--- src/rtl/muldiv_pkg.sv ---
// Shared op, state and extended-opcode definitions for the iterative multiply/divide unit.
package muldiv_pkg;

  localparam int OP_BITS = 2;

  typedef enum logic [OP_BITS-1:0] {
    MD_MUL  = 2'd0,
    MD_MULH = 2'd1,
    MD_DIV  = 2'd2,
    MD_REM  = 2'd3
  } md_op_e;

  typedef enum logic [1:0] {
    ST_IDLE = 2'd0,
    ST_RUN  = 2'd1,
    ST_FIX  = 2'd2,
    ST_DONE = 2'd3
  } md_state_e;

  // Extended-opcode function field values that execute decodes onto the ops above.
  localparam logic [5:0] XOP_MUL  = 6'h18;
  localparam logic [5:0] XOP_MULH = 6'h19;
  localparam logic [5:0] XOP_DIV  = 6'h1a;
  localparam logic [5:0] XOP_REM  = 6'h1b;

  function automatic md_op_e xop_to_op(input logic [5:0] xop);
    md_op_e op;
    case (xop)
      XOP_MULH: op = MD_MULH;
      XOP_DIV:  op = MD_DIV;
      XOP_REM:  op = MD_REM;
      default:  op = MD_MUL;
    endcase
    return op;
  endfunction

endpackage

--- src/rtl/muldiv_if.sv ---
// Issue/result bundle between the execute stage (master) and the multiply/divide unit (slave).
interface muldiv_if
  import muldiv_pkg::*;
#(
  parameter int WIDTH   = 32,
  parameter int RD_BITS = 4
);

  logic               start;
  logic [OP_BITS-1:0] op;
  logic [WIDTH-1:0]   a;
  logic [WIDTH-1:0]   b;
  logic [RD_BITS-1:0] rd;
  logic               flush;
  logic               busy;
  logic               done;
  logic [WIDTH-1:0]   result;
  logic [RD_BITS-1:0] done_rd;

  modport master (
    output start, op, a, b, rd, flush,
    input  busy, done, result, done_rd
  );

  modport slave (
    input  start, op, a, b, rd, flush,
    output busy, done, result, done_rd
  );

endinterface

--- src/rtl/muldiv_datapath.sv ---
// Magnitude-domain shift-add multiplier and restoring divider with a final sign-fix stage.
module muldiv_datapath
  import muldiv_pkg::*;
#(
  parameter int WIDTH = 32
) (
  input  logic             i_clk,
  input  logic             i_reset,
  input  logic             load,
  input  logic             step,
  input  logic             fix,
  input  md_op_e           op,
  input  logic [WIDTH-1:0] a,
  input  logic [WIDTH-1:0] b,
  output logic [WIDTH-1:0] result
);

  md_op_e             op_q;
  logic               sign_a_q;
  logic               sign_b_q;
  logic               div_zero_q;
  logic [WIDTH-1:0]   abs_a_q;
  logic [WIDTH-1:0]   abs_b_q;
  logic [2*WIDTH-1:0] prod_q;
  logic [WIDTH:0]     rem_q;
  logic [WIDTH-1:0]   quo_q;
  logic [WIDTH-1:0]   result_q;

  logic [WIDTH:0]     prod_sum;
  logic [2*WIDTH-1:0] prod_next;
  logic [WIDTH+1:0]   rem_shift;
  logic [WIDTH+1:0]   rem_trial;
  logic [WIDTH:0]     rem_next;
  logic [WIDTH-1:0]   quo_next;
  logic [2*WIDTH-1:0] prod_signed;
  logic [WIDTH-1:0]   quo_signed;
  logic [WIDTH-1:0]   rem_signed;
  logic [WIDTH-1:0]   a_signed;
  logic [WIDTH-1:0]   fix_value;

  // INT_MIN maps onto 2^(WIDTH-1), which is still exact as an unsigned magnitude.
  function automatic logic [WIDTH-1:0] magnitude(input logic [WIDTH-1:0] v);
    return v[WIDTH-1] ? -v : v;
  endfunction

  // Both engines step together; only the one selected by op_q is read at fix time.
  always_comb begin
    prod_sum  = {1'b0, prod_q[2*WIDTH-1:WIDTH]} + (prod_q[0] ? {1'b0, abs_a_q} : '0);
    prod_next = {prod_sum, prod_q[WIDTH-1:1]};
    rem_shift = {rem_q, quo_q[WIDTH-1]};
    rem_trial = rem_shift - {2'b00, abs_b_q};
    if (rem_trial[WIDTH+1]) begin
      rem_next = rem_shift[WIDTH:0];
      quo_next = {quo_q[WIDTH-2:0], 1'b0};
    end else begin
      rem_next = rem_trial[WIDTH:0];
      quo_next = {quo_q[WIDTH-2:0], 1'b1};
    end
  end

  always_comb begin
    prod_signed = (sign_a_q ^ sign_b_q) ? -prod_q : prod_q;
    quo_signed  = (sign_a_q ^ sign_b_q) ? -quo_q : quo_q;
    rem_signed  = sign_a_q ? -rem_q[WIDTH-1:0] : rem_q[WIDTH-1:0];
    a_signed    = sign_a_q ? -abs_a_q : abs_a_q;
    fix_value   = '0;
    case (op_q)
      MD_MUL:  fix_value = prod_signed[WIDTH-1:0];
      MD_MULH: fix_value = prod_signed[2*WIDTH-1:WIDTH];
      MD_DIV:  fix_value = div_zero_q ? '1 : quo_signed;
      MD_REM:  fix_value = div_zero_q ? a_signed : rem_signed;
      default: fix_value = '0;
    endcase
  end

  always_ff @(posedge i_clk or posedge i_reset) begin
    if (i_reset) begin
      op_q       <= MD_MUL;
      sign_a_q   <= 1'b0;
      sign_b_q   <= 1'b0;
      div_zero_q <= 1'b0;
      abs_a_q    <= '0;
      abs_b_q    <= '0;
      prod_q     <= '0;
      rem_q      <= '0;
      quo_q      <= '0;
      result_q   <= '0;
    end else if (load) begin
      op_q       <= op;
      sign_a_q   <= a[WIDTH-1];
      sign_b_q   <= b[WIDTH-1];
      div_zero_q <= (b == '0);
      abs_a_q    <= magnitude(a);
      abs_b_q    <= magnitude(b);
      prod_q     <= {{WIDTH{1'b0}}, magnitude(b)};
      rem_q      <= '0;
      quo_q      <= magnitude(a);
    end else if (step) begin
      prod_q     <= prod_next;
      rem_q      <= rem_next;
      quo_q      <= quo_next;
    end else if (fix) begin
      result_q   <= fix_value;
    end
  end

  assign result = result_q;

endmodule

--- src/rtl/muldiv_sequencer.sv ---
// Fixed-latency MUL/MULH/DIV/REM unit: IDLE -> RUN (WIDTH steps) -> FIX -> DONE, abortable by flush.
module muldiv_sequencer
  import muldiv_pkg::*;
#(
  parameter int WIDTH   = 32,
  parameter int RD_BITS = 4
) (
  input logic      i_clk,
  input logic      i_reset,
  muldiv_if.slave  bus
);

  localparam int CNT_BITS = $clog2(WIDTH + 1);
  localparam logic [CNT_BITS-1:0] LAST_STEP = CNT_BITS'(WIDTH - 1);

  md_state_e          state_q;
  md_state_e          state_d;
  logic [CNT_BITS-1:0] count_q;
  logic [RD_BITS-1:0] rd_q;
  logic               load;
  logic               step;
  logic               fix;
  logic               busy;
  logic               done;
  logic [WIDTH-1:0]   dp_result;

  always_ff @(posedge i_clk or posedge i_reset) begin
    if (i_reset) begin
      state_q <= ST_IDLE;
      count_q <= '0;
      rd_q    <= '0;
    end else begin
      state_q <= state_d;
      if (load) begin
        count_q <= '0;
        rd_q    <= bus.rd;
      end else if (step) begin
        count_q <= count_q + CNT_BITS'(1);
      end
    end
  end

  // Flush wins over start in IDLE and aborts RUN/FIX, but a DONE pulse is never retracted.
  always_comb begin
    state_d = state_q;
    load    = 1'b0;
    step    = 1'b0;
    fix     = 1'b0;
    busy    = 1'b0;
    done    = 1'b0;
    case (state_q)
      ST_IDLE: begin
        if (bus.start && !bus.flush) begin
          load    = 1'b1;
          state_d = ST_RUN;
        end
      end
      ST_RUN: begin
        busy = 1'b1;
        if (bus.flush) begin
          state_d = ST_IDLE;
        end else begin
          step = 1'b1;
          if (count_q == LAST_STEP) begin
            state_d = ST_FIX;
          end
        end
      end
      ST_FIX: begin
        busy = 1'b1;
        if (bus.flush) begin
          state_d = ST_IDLE;
        end else begin
          fix     = 1'b1;
          state_d = ST_DONE;
        end
      end
      ST_DONE: begin
        done    = 1'b1;
        state_d = ST_IDLE;
      end
      default: state_d = ST_IDLE;
    endcase
  end

  muldiv_datapath #(
    .WIDTH (WIDTH)
  ) u_datapath (
    .i_clk   (i_clk),
    .i_reset (i_reset),
    .load    (load),
    .step    (step),
    .fix     (fix),
    .op      (md_op_e'(bus.op)),
    .a       (bus.a),
    .b       (bus.b),
    .result  (dp_result)
  );

  assign bus.busy    = busy;
  assign bus.done    = done;
  assign bus.result  = done ? dp_result : '0;
  assign bus.done_rd = done ? rd_q : '0;

endmodule
--- src/flat_wrapper.sv ---
// flat-port wrapper written by rule: the top's interface ports become plain ports
module muldiv_sequencer_flat import muldiv_pkg::*;
#(
  parameter int WIDTH   = 32,
  parameter int RD_BITS = 4
)
  (i_clk, i_reset, bus_start, bus_op, bus_a, bus_b, bus_rd, bus_flush, bus_busy, bus_done, bus_result, bus_done_rd);
  muldiv_if #(.WIDTH(WIDTH), .RD_BITS(RD_BITS)) bus_i ();
  input logic i_clk;
  input logic i_reset;
  input wire logic [$bits(bus_i.start)-1:0] bus_start;
  input wire logic [$bits(bus_i.op)-1:0] bus_op;
  input wire logic [$bits(bus_i.a)-1:0] bus_a;
  input wire logic [$bits(bus_i.b)-1:0] bus_b;
  input wire logic [$bits(bus_i.rd)-1:0] bus_rd;
  input wire logic [$bits(bus_i.flush)-1:0] bus_flush;
  output wire logic [$bits(bus_i.busy)-1:0] bus_busy;
  output wire logic [$bits(bus_i.done)-1:0] bus_done;
  output wire logic [$bits(bus_i.result)-1:0] bus_result;
  output wire logic [$bits(bus_i.done_rd)-1:0] bus_done_rd;
  assign bus_i.start = bus_start;
  assign bus_i.op = bus_op;
  assign bus_i.a = bus_a;
  assign bus_i.b = bus_b;
  assign bus_i.rd = bus_rd;
  assign bus_i.flush = bus_flush;
  assign bus_busy = bus_i.busy;
  assign bus_done = bus_i.done;
  assign bus_result = bus_i.result;
  assign bus_done_rd = bus_i.done_rd;
  muldiv_sequencer #(.WIDTH(WIDTH), .RD_BITS(RD_BITS)) u_core (.i_clk(i_clk), .i_reset(i_reset), .bus(bus_i));
endmodule
--- config.mk ---
export PLATFORM = sky130hd
export DESIGN_NAME = muldiv_sequencer_flat
export DESIGN_NICKNAME = d
export VERILOG_FILES = /design/src/rtl/muldiv_pkg.sv /design/src/rtl/muldiv_if.sv /design/src/rtl/muldiv_datapath.sv /design/src/rtl/muldiv_sequencer.sv /design/src/flat_wrapper.sv
export SDC_FILE = /design/constraint.sdc
export NUM_CORES = 1
export LEC_CHECK = 0
export CAP_MARGIN = 10
export CORE_MARGIN = 3
export CORE_UTILIZATION = 51
export DETAILED_ROUTE_END_ITERATION = 7
export PLACE_DENSITY_LB_ADDON = 0.3
export SLEW_MARGIN = 20
export SYNTH_ARGS = -nofsm -noshare
export SYNTH_HDL_FRONTEND = slang
export SYNTH_SLANG_ARGS = --single-unit
--- constraint.sdc ---
create_clock -name i_clk -period 9.8 [get_ports i_clk]
set_input_delay 1.96 -clock i_clk [delete_from_list [all_inputs] [get_ports i_clk]]
set_output_delay 1.96 -clock i_clk [all_outputs]
set_load 0.005 [all_outputs]
---- Word-level counts from Yosys, hierarchy flattened ----
Index checks and enable logic that the tools add are counted.
W data, S select, Z words.
word-level totals
  bits in registers ....................... 242
  output and inout port bits .............. 38
cells by class
  bitwise logic cells ..................... 3
  equal/unequal tests ..................... 9
  mux-type cells .......................... 34
  reduce and logical (&&, ||, !) cells .... 9
  add/sub/neg operators ................... 9
operators with widths
  kind                   number
  $mux W32               11
  $mux W64               3
  $neg A32 Y32           5
  $pmux W32 S4           1
  $mux W33               3
  $neg A64 Y64           1
  $sub A34 B32 Y34       1
  $add A32 B33 Y33       1
  $logic_not A32 Y1      1
  $mux W6                2
  $eq A2 B2 Y1 const B   4
  $mux W1                8
  $mux W2                4
  $pmux W2 S4            1
  $add A6 B1 Y6 const B  1
  $eq A6 B5 Y1 const B   1
  $eq A2 B1 Y1 const B   2
  $logic_not A2 Y1       2
  $mux W4                1
  $ne A3 B2 Y1 const B   1
  $reduce_and A3 Y1      1
  $ne A2 B1 Y1 const B   1
  $not A1 Y1             2
  $reduce_and A2 Y1      1
  other kinds (5)        5

---- Depth between registers and ports, before layout ----
  depth after elaboration ................. 6
  gate-level depth with buffers ........... 15
  gate-level depth less buffers ........... 15

---- By module ----
From an unflattened synthesis, not the netlist that was laid out.
second synthesis, totals
  cells, all modules ...................... 2367
  area total of the unflattened synthesis .. 19678.9 µm²
by module, submodules not included
  module            cells each  area an instance (µm²)  sequential area each (µm²)  instances
  muldiv_datapath   2270        18799.3                 5755.5                      1
  muldiv_sequencer  97          879.6                   300.3                       1

---- Worst setup path after synthesis ----
OpenSTA, ideal clock, no wires.
  kind .................................... input port to flip-flop
  start point ............................. input port bus_a[6]
  end point ............................... register u_core.u_datapath.abs_a_q[29]
  data arrival time ....................... 4.352 ns
  setup slack ............................. 5.311 ns
  data required time ...................... 9.663 ns
  stages .................................. 9
  path through ............................ or3_1 -> nor2_1 -> nand2_1 -> or3_1 -> or3_1 -> or3_1 -> o41ai_1 -> xor2_1 -> a21oi_1
on the way
  longest elaborated chain between the ends .. 2
ends and longest elaborated chain
  what                    line                   text
  start: declaration      flat_wrapper.sv:13     input wire logic [$bits(bus_i.a)-1:0] bus_a;
  $neg A32 Y32            muldiv_datapath.sv:43  return v[WIDTH-1] ? -v : v;
  $mux W32                muldiv_datapath.sv:43
  end signal: assignment  muldiv_datapath.sv:93  abs_a_q <= magnitude(a);
  end: declaration        muldiv_datapath.sv:22  logic [WIDTH-1:0] abs_a_q;
No other way between the ends.
A chain may end at the register's enable or synchronous reset.

---- Final worst setup path ----
  start point ............................. register u_core.u_datapath.prod_q[0]
  end point ............................... register u_core.u_datapath.prod_q[61]
on the way
  longest elaborated chain between the ends .. 4
ends and longest elaborated chain
  what                      line                   text
  start: declaration        muldiv_datapath.sv:24  logic [2*WIDTH-1:0] prod_q;
  start signal: assignment  muldiv_datapath.sv:95  prod_q <= {{WIDTH{1'b0}}, magnitude(b)};
  start signal: assignment  muldiv_datapath.sv:99  prod_q <= prod_next;
  $mux W32                  muldiv_datapath.sv:48  prod_sum = {1'b0, prod_q[2*WIDTH-1:WIDTH]} + (prod_q[0] ? {1'b0, abs_a_q} : '0);
  $add A32 B33 Y33          muldiv_datapath.sv:48
  $mux W64                  muldiv_datapath.sv:98  end else if (step) begin
  $mux W64                  muldiv_datapath.sv:88  end else if (load) begin
No other way between the ends. The select of a mux whose other input is x is not followed.

==> results.toml <==
[outcome]
status = "completed"

[logic_synthesis]
yosysMostFrequentCell = "nand2_1"
ys_ff_latch = 242
yosysTopAreaCellShare = 0.3178
syn-num-nets = 2558
yosys.area.top_type = "dfrtp_1"
synth_edf_count = 0
syn_area_um2 = 19050
yosys-top-cells-area = "dfrtp_1 32%, xor2_1 6.9%, nand2_1 6.2%"
syn_area_per_cell_um2 = 7.916
yosysSeqAreaShare = 0.3178
yosys_warnings = 0
synth_top_flop_cell = "dfrtp_1"
ys_types = 83
async_reset_ff_frac = 1.000
syn_inst = 2407
synthTopCellsByCount = "317 x nand2_1, 242 x dfrtp_1, 232 x a21oi_1"

[critical_path]
cpPeakStageDelay_ps = 1040
crit-reg2reg-launch = "u_core.u_datapath.prod_q[0]$_DFFE_PP0P_"
cp_common_cell = "inv_1"
path_max_fanout = 35
slowest_stage = "dfrtp_1"
path_buf_inv = 2
crit_start = "u_core.u_datapath.prod_q[0]$_DFFE_PP0P_"
rr_endpoint = "u_core.u_datapath.prod_q[61]$_DFFE_PP0P_"
start_kind = "register"
crit_path_end_kind = "register"
critical_path_arrival_ps = 5650
reg2reg_depth = 14
crit_chain = "inv_1 -> nor2_1 -> ha_1 -> inv_1 -> fa_1 -> nor2b_1 -> o2111ai_1 -> a31oi_1 -> o22ai_1 -> o41ai_1 -> a41oi_1 -> o21ai_0 -> o211ai_1 -> a32o_1"
crit_required_ps = 10280
crit_family = "compound AO/OA/AOI/OAI gates"
criticalPathCategory = "reg -> reg"
rrSetupSlack_ps = 4630

[power_and_ir_drop]
ir_drop_uv = 265.0
p_per_area_nw_per_um2 = 362.9
total_power_w = 0.007749
switching_share = 0.5071
leakage_nw = 9.249
combPwrFrac = 0.591
intPower_w = 0.003820
power_frac_seq = 0.264
power_switching_w = 0.003929
clkPwrFrac = 0.145

[cells_and_area]
instances_no_fill = 2923
seq_area_um2 = 6057
drive_gt1_frac = 0.04481
fillers = 3297
fin_area_um2 = 21350
syn_to_final_growth_pct = 12.08
n_antenna_cell = 0
nets = 2583
multi_input_comb_area_um2 = 12150

[hold_path]
whs_endpoint = "u_core.u_datapath.result[13]$_DFFE_PP0P_"
whs_path_depth = 2
hp-class = "reg -> reg"
hp-start = "u_core.u_datapath.result[13]$_DFFE_PP0P_"

[placement]
place_congestion = 0.9572
place_inst = 2868
hpwl_um = 46970
port_buffers = 111
postPlaceCellArea_um2 = 20360

[die]
core_um2 = 36700
row_count = 70
start_util = 0.5192
die_h_um = 199.3
fp.dieArea_um2 = 39710
die_width_um = 199.3
io_pins = 112

[timing]
finalCriticalPeriod_ps = 5170
tightest_slew_ps = 1168
rsz0062_at_grt = "no"
finalHoldViolations = 0
relSlewSlack = 0.2204
finalSetupViolCount = 0
slew_violations = 0
fin_worst_skew_ps = 38.10
fin_setup_tns_ps = 0
post-route-period-util = 0.5275
max_freq_ghz = 0.1934

[clock_tree]
htreeDepth = 1
cts-resized-gates = 0
clk_pin_slew_ps = 60
clock-root-buffer = "clkbuf_16"
cts_tree = "done"
hold_buffers = 0
post_cts_buffers = 0
clk_latency_ps = 590
clockBufferDepth = 3
cts_buffers = 30
clock-sinks = 242

[grt]
track_usage = 0.3134
grt_pass1_wl_um = 96920
grt_max_degree = 146
grt_pass1_vias = 16847
overflow = 0
antenna_found_initial = 1

[route]
drc_errors = 0
vias = 18379
drtPass1Iterations = 6
wl_per_cell_um = 21.81
drtIter0Drc = 1850
vias_per_cell = 6.288
wl_um = 63760
postRouteAntennaNets = 0

[job]
cap_violations = 0
==> per-stage QoR <==
stage / utilization / setup slack (ps) / hold slack (ps)
6_report: 0.5819 / 4630 / 466.2
3_5_place_dp: 0.5549 / 4590 / 454.5
4_1_cts: 0.5820 / 4868 / 468.7
2_1_floorplan: - / 1195 / 437.4
5_1_grt: 0.5819 / 4315 / 489.1
3_3_place_gp: 0.5549 / 4603 / 450.6
==> power by group through the flow <==
| stage | Sequential [W] | Clock [W] | Combinational (W) |
|---|---|---|---|
| global placement | 0.00201 | 0 | 0.00437 |
| finish | 0.00205 | 0.00112 | 0.00458 |
| floorplan | 0.00174 | 0 | 0.00339 |
| detailed placement | 0.00203 | 0 | 0.00445 |
| global route | 0.00209 | 0.00118 | 0.00499 |
| CTS | 0.00201 | 0.00113 | 0.00448 |
==> worst reg2reg max path: cells and delay by family (launching register included) <==
family | cells | cell delay [ps]
flops | 1 | 1040
simple gates | 2 | 390
fa+ha+maj | 2 | 570
compound gates | 8 | 2840
buf+inv | 2 | 270
==> final cells by class <==
cell class,count,area share
multi-input combinational,1948,0.5691
sequential,242,0.2836
timing repair buffer,129,0.05871
clock buffer,40,0.04025
tap,468,0.02742
inverter,81,0.01459
clock inverter,15,0.006328
==> sequential cells by signal, summed over array words and instances, names as in the netlist, 2 cells and up <==
| signal | cells |
|---|---|
| u_core.u_datapath.abs_a_q | 32 |
| u_core.u_datapath.rem_q | 33 |
| u_core.rd_q | 4 |
| u_core.u_datapath.abs_b_q | 32 |
| u_core.count_q | 6 |
| u_core.u_datapath.prod_q | 64 |
| u_core.u_datapath.op_q | 2 |
| u_core.state_q | 2 |
| u_core.u_datapath.quo_q | 32 |
| u_core.u_datapath.result | 32 |
==> metal layers <==
metal / track usage / vias up / share of wire
li1: - / 8547 / -
met4: 0.1137 / 0 / 0.039
met5: 0 / - / 0
met1: 0.4423 / 8776 / 0.43
met3: 0.06542 / 146 / 0.097
met2: 0.4776 / 910 / 0.44
==> worst max-delay path by stage <==
stage,end,slack (ps),cells after the start
after floorplan,u_core.count_q[0]$_DFFE_PP0P_,1200,1
after global routing,u_core.u_datapath.prod_q[61]$_DFFE_PP0P_,4310,14
after CTS,u_core.u_datapath.prod_q[61]$_DFFE_PP0P_,4870,14
after global placement,u_core.u_datapath.abs_a_q[29]$_DFFE_PP0P_,4600,10
after detailed placement,u_core.u_datapath.abs_a_q[29]$_DFFE_PP0P_,4590,10
final,u_core.u_datapath.prod_q[61]$_DFFE_PP0P_,4630,14
==> cells in the final DEF (no fill, tap or decap), types with 41 or more instances in the layout <==
cell             instances
clkdlybuf4s50_1        110
inv_1                   79
o21ai_0                229
nor2_1                 185
dfrtp_1                241
o31ai_1                 41
xor2_1                 148
xnor2_1                110
nand2_1                316
and2_1                  70
and3_1                  49
a21oi_1                232
ha_1                    75
==> kinds of logic after synthesis <==
family | Yosys count | share of synthesized area
flops | 242 | 0.3178
xor+xnor | 261 | 0.1200
mux | 23 | 0.01287
compound gates | 755 | 0.2417
fa+ha+maj | 77 | 0.05135
buf+inv | 217 | 0.04735
simple gates | 832 | 0.2089
(Power assumes the default switching activity.)
